## config.mk

```make
export PLATFORM = sky130hd
export DESIGN_NAME = alu_pipe
export DESIGN_NICKNAME = d
export VERILOG_FILES = /design/src/rtl/alu_pipe.sv
export SDC_FILE = /design/constraint.sdc
export NUM_CORES = 1
export LEC_CHECK = 0
export CAP_MARGIN = 5
export CORE_ASPECT_RATIO = 1.5
export CORE_UTILIZATION = 50
export DETAILED_ROUTE_END_ITERATION = 12
export GPL_TIMING_DRIVEN = 1
export PLACE_DENSITY = 0.73
export SYNTH_ARGS = -nofsm -noshare
export SYNTH_HDL_FRONTEND = slang
export SYNTH_SLANG_ARGS = --single-unit
```

## constraint.sdc

```tcl
create_clock -name clk -period 3.2 [get_ports clk]
set_input_delay 0.96 -clock clk [delete_from_list [all_inputs] [get_ports clk]]
set_output_delay 0.96 -clock clk [all_outputs]
set_load 0.01 [all_outputs]
```

## src/rtl/alu_pipe.sv

```systemverilog
`default_nettype none
// ============================================================================
// Module   : alu_pipe
// Purpose  : Two-stage pipelined ALU with a valid/ready handshake on both
//            sides. It accepts one operation per cycle and returns each
//            result and its flags two cycles after the operation is accepted.
//            The pipeline supports full backpressure.
// Options  : ALU_SAT_EN - unsigned saturation for ADD/SUB.
//            Undefined by default, in which case ADD/SUB wrap.
// Revision : 1.0 - initial release
// ============================================================================
module alu_pipe #(
    parameter int WIDTH = 8
) (
    input  logic             clk,
    input  logic             rst,
    input  logic             in_valid,
    output logic             in_ready,
    input  logic [WIDTH-1:0] A,
    input  logic [WIDTH-1:0] B,
    input  logic [2:0]       sel,
    output logic             out_valid,
    input  logic             out_ready,
    output logic [WIDTH-1:0] Y,
    output logic             carry,
    output logic             overflow,
    output logic             zero,
    output logic             negative
);

    localparam logic [2:0] OP_ADD   = 3'b000;
    localparam logic [2:0] OP_SUB   = 3'b001;
    localparam logic [2:0] OP_AND   = 3'b010;
    localparam logic [2:0] OP_OR    = 3'b011;
    localparam logic [2:0] OP_XOR   = 3'b100;
    localparam logic [2:0] OP_SHL   = 3'b101;
    localparam logic [2:0] OP_SHR   = 3'b110;

    // Shift amounts at or above this value flush every bit out of the result.
    localparam logic [WIDTH-1:0] SHIFT_LIMIT = WIDTH'(WIDTH);
    localparam int               MSB         = WIDTH - 1;

    // Pipeline state
    logic             s1_valid;
    logic [WIDTH-1:0] s1_a;
    logic [WIDTH-1:0] s1_b;
    logic [2:0]       s1_sel;

    logic             s2_valid;
    logic [WIDTH-1:0] s2_y;
    logic             s2_carry;
    logic             s2_overflow;
    logic             s2_zero;
    logic             s2_negative;

    // Handshake controls
    logic             s2_load;
    logic             in_fire;

    // Stage-2 combinational results
    logic [WIDTH:0]   sum;
    logic [WIDTH:0]   diff;
    logic [WIDTH-1:0] res;
    logic             res_carry;
    logic             res_overflow;

    // Stage 2 advances whenever it is empty or its content is being consumed.
    // Stage 1 advances whenever it is empty or drains into stage 2.
    assign s2_load  = !s2_valid || out_ready;
    assign in_ready = !s1_valid || s2_load;
    assign in_fire  = in_valid && in_ready;

    // Stage-1 occupancy is cleared asynchronously so that in-flight ops are discarded on reset.
    always_ff @(posedge clk or posedge rst) begin
        if (rst) begin
            s1_valid <= 1'b0;
        end else if (in_ready) begin
            s1_valid <= in_valid;
        end
    end

    // Stage-1 operand capture happens only on an input transfer; no reset is needed.
    always_ff @(posedge clk) begin
        if (in_fire) begin
            s1_a   <= A;
            s1_b   <= B;
            s1_sel <= sel;
        end
    end

    // ALU datapath operating on the stage-1 operands.
    always_comb begin
        sum          = {1'b0, s1_a} + {1'b0, s1_b};
        diff         = {1'b0, s1_a} - {1'b0, s1_b};
        res          = '0;
        res_carry    = 1'b0;
        res_overflow = 1'b0;
        case (s1_sel)
            OP_ADD: begin
                res          = sum[WIDTH-1:0];
                res_carry    = sum[WIDTH];
                res_overflow = (s1_a[MSB] == s1_b[MSB]) && (res[MSB] != s1_a[MSB]);
`ifdef ALU_SAT_EN
                if (res_carry) begin
                    res = '1;
                end
                res_overflow = 1'b0;
`endif
            end
            OP_SUB: begin
                res          = diff[WIDTH-1:0];
                res_carry    = diff[WIDTH];
                res_overflow = (s1_a[MSB] != s1_b[MSB]) && (res[MSB] != s1_a[MSB]);
`ifdef ALU_SAT_EN
                if (res_carry) begin
                    res = '0;
                end
                res_overflow = 1'b0;
`endif
            end
            OP_AND:  res = s1_a & s1_b;
            OP_OR:   res = s1_a | s1_b;
            OP_XOR:  res = s1_a ^ s1_b;
            OP_SHL:  res = (s1_b >= SHIFT_LIMIT) ? '0 : (s1_a << s1_b);
            OP_SHR:  res = (s1_b >= SHIFT_LIMIT) ? '0 : (s1_a >> s1_b);
            default: res = s1_b;
        endcase
    end

    // Stage-2 occupancy is cleared asynchronously alongside stage 1.
    always_ff @(posedge clk or posedge rst) begin
        if (rst) begin
            s2_valid <= 1'b0;
        end else if (s2_load) begin
            s2_valid <= s1_valid;
        end
    end

    // Stage-2 result registers load only with a real op, so held output stays untouched while stalled.
    always_ff @(posedge clk) begin
        if (s2_load && s1_valid) begin
            s2_y        <= res;
            s2_carry    <= res_carry;
            s2_overflow <= res_overflow;
            s2_zero     <= (res == '0);
            s2_negative <= res[MSB];
        end
    end

    // Outputs are masked by s2_valid so that unreset data never reaches the consumer.
    assign out_valid = s2_valid;
    assign Y         = s2_y & {WIDTH{s2_valid}};
    assign carry     = s2_carry    && s2_valid;
    assign overflow  = s2_overflow && s2_valid;
    assign zero      = s2_zero     && s2_valid;
    assign negative  = s2_negative && s2_valid;

endmodule
`default_nettype wire

```

==> impl_metrics.py <==
metrics = {
    "timing": {
        "fin_crit_sh": 0.9633,
        "rsz0062_at_grt": "no",
        "fin_ws_ns": 0.1174,
        "skew_ns": 0.006220,
        "fmax_ghz": 0.3244,
        "min_period_ns": 3.083,
        "slew-limit-headroom": 0.5643,
        "setup_viol": 0,
        "slew_viol_final": 0,
        "worstMarginPinSlew_ns": 0.6511,
        "setup_tns_ns": 0,
        "hold_viol": 0,
    },
    "clock_tree": {
        "cts_tree": "built",
        "cts_hold_buf": 0,
        "clk_pin_slew_ns": 0.06,
        "clockRootBuffer": "clkbuf_8",
        "worstSkewPairLatency_ns": 0.29,
        "cts_htree_levels": 2,
        "ctsResizeCount": 0,
        "cts_buffers": 5,
        "clockBufferDepth": 2,
        "clock_sinks": 32,
        "cts_setup_buffers": 0,
    },
    "worst_hold_path": {
        "hold_start": "s1_valid",
        "hold_class": "reg -> reg",
        "whs_path_depth": 1,
        "worstHoldEndpoint": "out_valid",
    },
    "finish": {
        "fin_nets": 386,
        "final_common_cell": "clkdlybuf4s50_1",
        "nFillCells": 476,
        "drive_above_1_share": 0.08631,
        "multi_input_area_um2": 1759,
        "diodes": 0,
        "final_cell_count_no_fill": 406,
        "regArea_um2": 950.9,
        "final_cell_mix": "clkdlybuf4s50_1 (36), edfxtp_1 (30), ha_1 (26)",
        "area_delta_synth_final_pct": 17.04,
        "postLayoutCoreUtil": 0.6168,
    },
    "floorplan": {
        "coreArea_um2": 5574,
        "placementRows": 33,
        "die_area_um2": 6192,
        "io_pins": 37,
        "initial_core_util": 0.5270,
        "fp.dieH_um": 95.88,
        "fp.dieW_um": 64.59,
    },
    "critical_path": {
        "critPathLaunchType": "primary input",
        "crit_chain": "clkdlybuf4s50_1 -> nand3b_1 -> clkdlybuf4s50_1",
        "critPathMaxStageDelay_ns": 0.55,
        "cp_slowest_cell": "clkdlybuf4s50_1",
        "required_ns": 2.24,
        "rr_startpoint": "s1_a[0]",
        "crit_top_cell": "clkdlybuf4s50_1",
        "r2r-end": "s2_zero",
        "cp_max_fo": 3,
        "end_kind": "primary output",
        "regToRegSetupSlack_ns": 0.37,
        "ff2ff_path_depth": 9,
        "critical_path_arrival_ns": 2.12,
        "crit_start": "out_ready",
        "critical_path_class": "in -> out",
    },
    "power_and_ir_drop": {
        "p_total_w": 0.001306,
        "power_density_nw_per_um2": 379.8,
        "p_sw_frac": 0.2892,
        "leakage_nw": 1.348,
        "p_switching_w": 0.0003776,
        "seqPwrFrac": 0.409,
        "combPwrFrac": 0.301,
        "pwr-share-clk": 0.291,
        "ir_worst_vdd_uv": 205.1,
        "p_int_w": 0.0009282,
    },
    "synthesis": {
        "synth.cell_area_um2": 2938,
        "synthFlopType": "edfxtp_1",
        "synthArstFlopShare": 0.06250,
        "ys_ff_latch": 32,
        "ys_seq_area_frac": 0.3237,
        "syn-mean-instance-area_um2": 9.728,
        "synthCells": 302,
        "syn-num-nets": 353,
        "synth_warnings": 0,
        "synth-edff-count": 30,
        "synth_cell_types": 52,
    },
    "route": {
        "drt_iter0_markers": 123,
        "drt_first_pass_iters": 4,
        "wl_per_cell_um": 16.39,
        "final_antenna_net_count": 0,
        "num_vias": 2459,
        "drc": 0,
        "wl_um": 6654,
        "viasPerCell": 6.057,
    },
    "global_routing": {
        "use_met2": 0.4167,
        "overflow": 0,
        "grt_pass1_vias": 2322,
        "grt_pass1_wl_um": 10780,
        "antenna_found_initial": 0,
        "grt.busiest_layer": "met2",
        "grt_max_degree": 20,
        "met1_usage": 0.2538,
        "gr-usage-all-layers": 0.2318,
        "met3_usage": 0.03436,
    },
    "place": {
        "hpwl_um": 5080,
        "dp_worst_setup_slack_ns": 0.1195,
        "gp_congestion": 0.9141,
        "dp_cells": 398,
        "numPortBuffers": 36,
    },
    "run_status": {
        "outcome": "complete, no violations",
    },
    "job": {
        "drv_cap": 0,
    },
}
## metal layers
| metal | share of wire | wire, um | vias to the layer above |
|---|---|---|---|
| met1 | 0.40 | 2659 | 1162 |
| met5 | 0 | 0 | - |
| met3 | 0.046 | 304 | 26 |
| met2 | 0.51 | 3387 | 89 |
| li1 | - | - | 1182 |
| met4 | 0.046 | 303 | 0 |
## kinds of logic (layout without fill, tap and decap cells)
kind of cell | after synthesis | after routing | synth area share
AOI/OAI and AO/OA | 78 | 78 | 0.1789
xor gates and xnor gates | 7 | 7 | 0.02087
adders and majority gates | 28 | 28 | 0.1244
buffers and inverters | 45 | 79 | 0.07751
DFF | 32 | 32 | 0.3237
muxes | 16 | 16 | 0.1060
and+or+nand+nor | 96 | 96 | 0.1687
## synthesized netlist by cell type (2+ instances only)
cell type / n / share of area
nand3b_1: 3 / 0.0077
o32ai_1: 2 / 0.0060
nor4_1: 2 / 0.0043
a21oi_1: 16 / 0.027
clkbuf_1: 9 / 0.011
buf_6: 5 / 0.019
nand2b_1: 5 / 0.011
xnor2_1: 5 / 0.015
a221oi_1: 7 / 0.021
buf_2: 2 / 0.0034
nor3_1: 8 / 0.014
o21ai_1: 4 / 0.0068
a31oi_1: 6 / 0.013
a311oi_1: 2 / 0.0060
edfxtp_1: 30 / 0.31
mux4_1: 3 / 0.027
o22ai_1: 2 / 0.0043
and3b_1: 3 / 0.0089
nor2_1: 20 / 0.026
o32a_1: 2 / 0.0068
mux4_2: 8 / 0.061
o2111ai_1: 2 / 0.0060
fa_1: 2 / 0.014
nand3_1: 9 / 0.015
nor2b_1: 3 / 0.0064
nand2_1: 21 / 0.027
a21o_1: 5 / 0.013
xor2_1: 2 / 0.0060
mux2i_1: 3 / 0.010
or3_1: 4 / 0.0085
dfrtp_1: 2 / 0.017
o211ai_1: 2 / 0.0051
ha_1: 26 / 0.11
and2_1: 15 / 0.032
o21bai_1: 3 / 0.0077
inv_1: 24 / 0.031
o21ai_0: 14 / 0.024
mux2_2: 2 / 0.0077
a22o_1: 2 / 0.0060
buf_4: 5 / 0.013
## flip-flops by register name, indices dropped and copies added, names as in the netlist
register / count
s2_y: 8
s2_overflow: 1
s1_b: 8
s1_sel: 3
out_valid: 1
s1_valid: 1
s2_carry: 1
s2_zero: 1
s1_a: 8
## critical path: cells and delay by family
| kind | cells | cell delay (ns) |
|---|---|---|
| simple gates | 1 | 0.15 |
| buf+inv | 2 | 1.02 |
## worst max path at each step
stage / end / slack, ns
after floorplan: s2_zero / 0.52
after global placement: in_ready / 0.15
after detailed placement: in_ready / 0.12
after CTS: in_ready / 0.11
after global routing: in_ready / 0.09
final: in_ready / 0.12
## power groups by stage
stage | Sequential (W) | Combinational [W] | Clock, W
4_1_cts | 0.000534 | 0.000391 | 0.000390
2_1_floorplan | 0.000531 | 0.000274 | 0
5_1_grt | 0.000538 | 0.000430 | 0.000407
6_report | 0.000534 | 0.000393 | 0.000379
3_5_place_dp | 0.000543 | 0.000389 | 0
3_3_place_gp | 0.000540 | 0.000383 | 0
## stage by stage
step | hold WS [ns] | area, um2
3_3_place_gp | 0.4825 | 3331
5_1_grt | 0.5229 | 3438
3_5_place_dp | 0.4823 | 3331
4_1_cts | 0.5019 | 3438
2_1_floorplan | 0.4487 | 2938
6_report | 0.4925 | 3438
## layout make-up
| type | instances | area share |
|---|---|---|
| inverters | 24 | 0.02620 |
| multi-input cells | 225 | 0.5116 |
| flip-flops and latches | 32 | 0.2766 |
| clock buffers | 6 | 0.02111 |
| repair buffers | 47 | 0.1288 |
| well taps | 70 | 0.02547 |
| clock inverters | 2 | 0.01019 |
(Power assumes the default switching activity.)
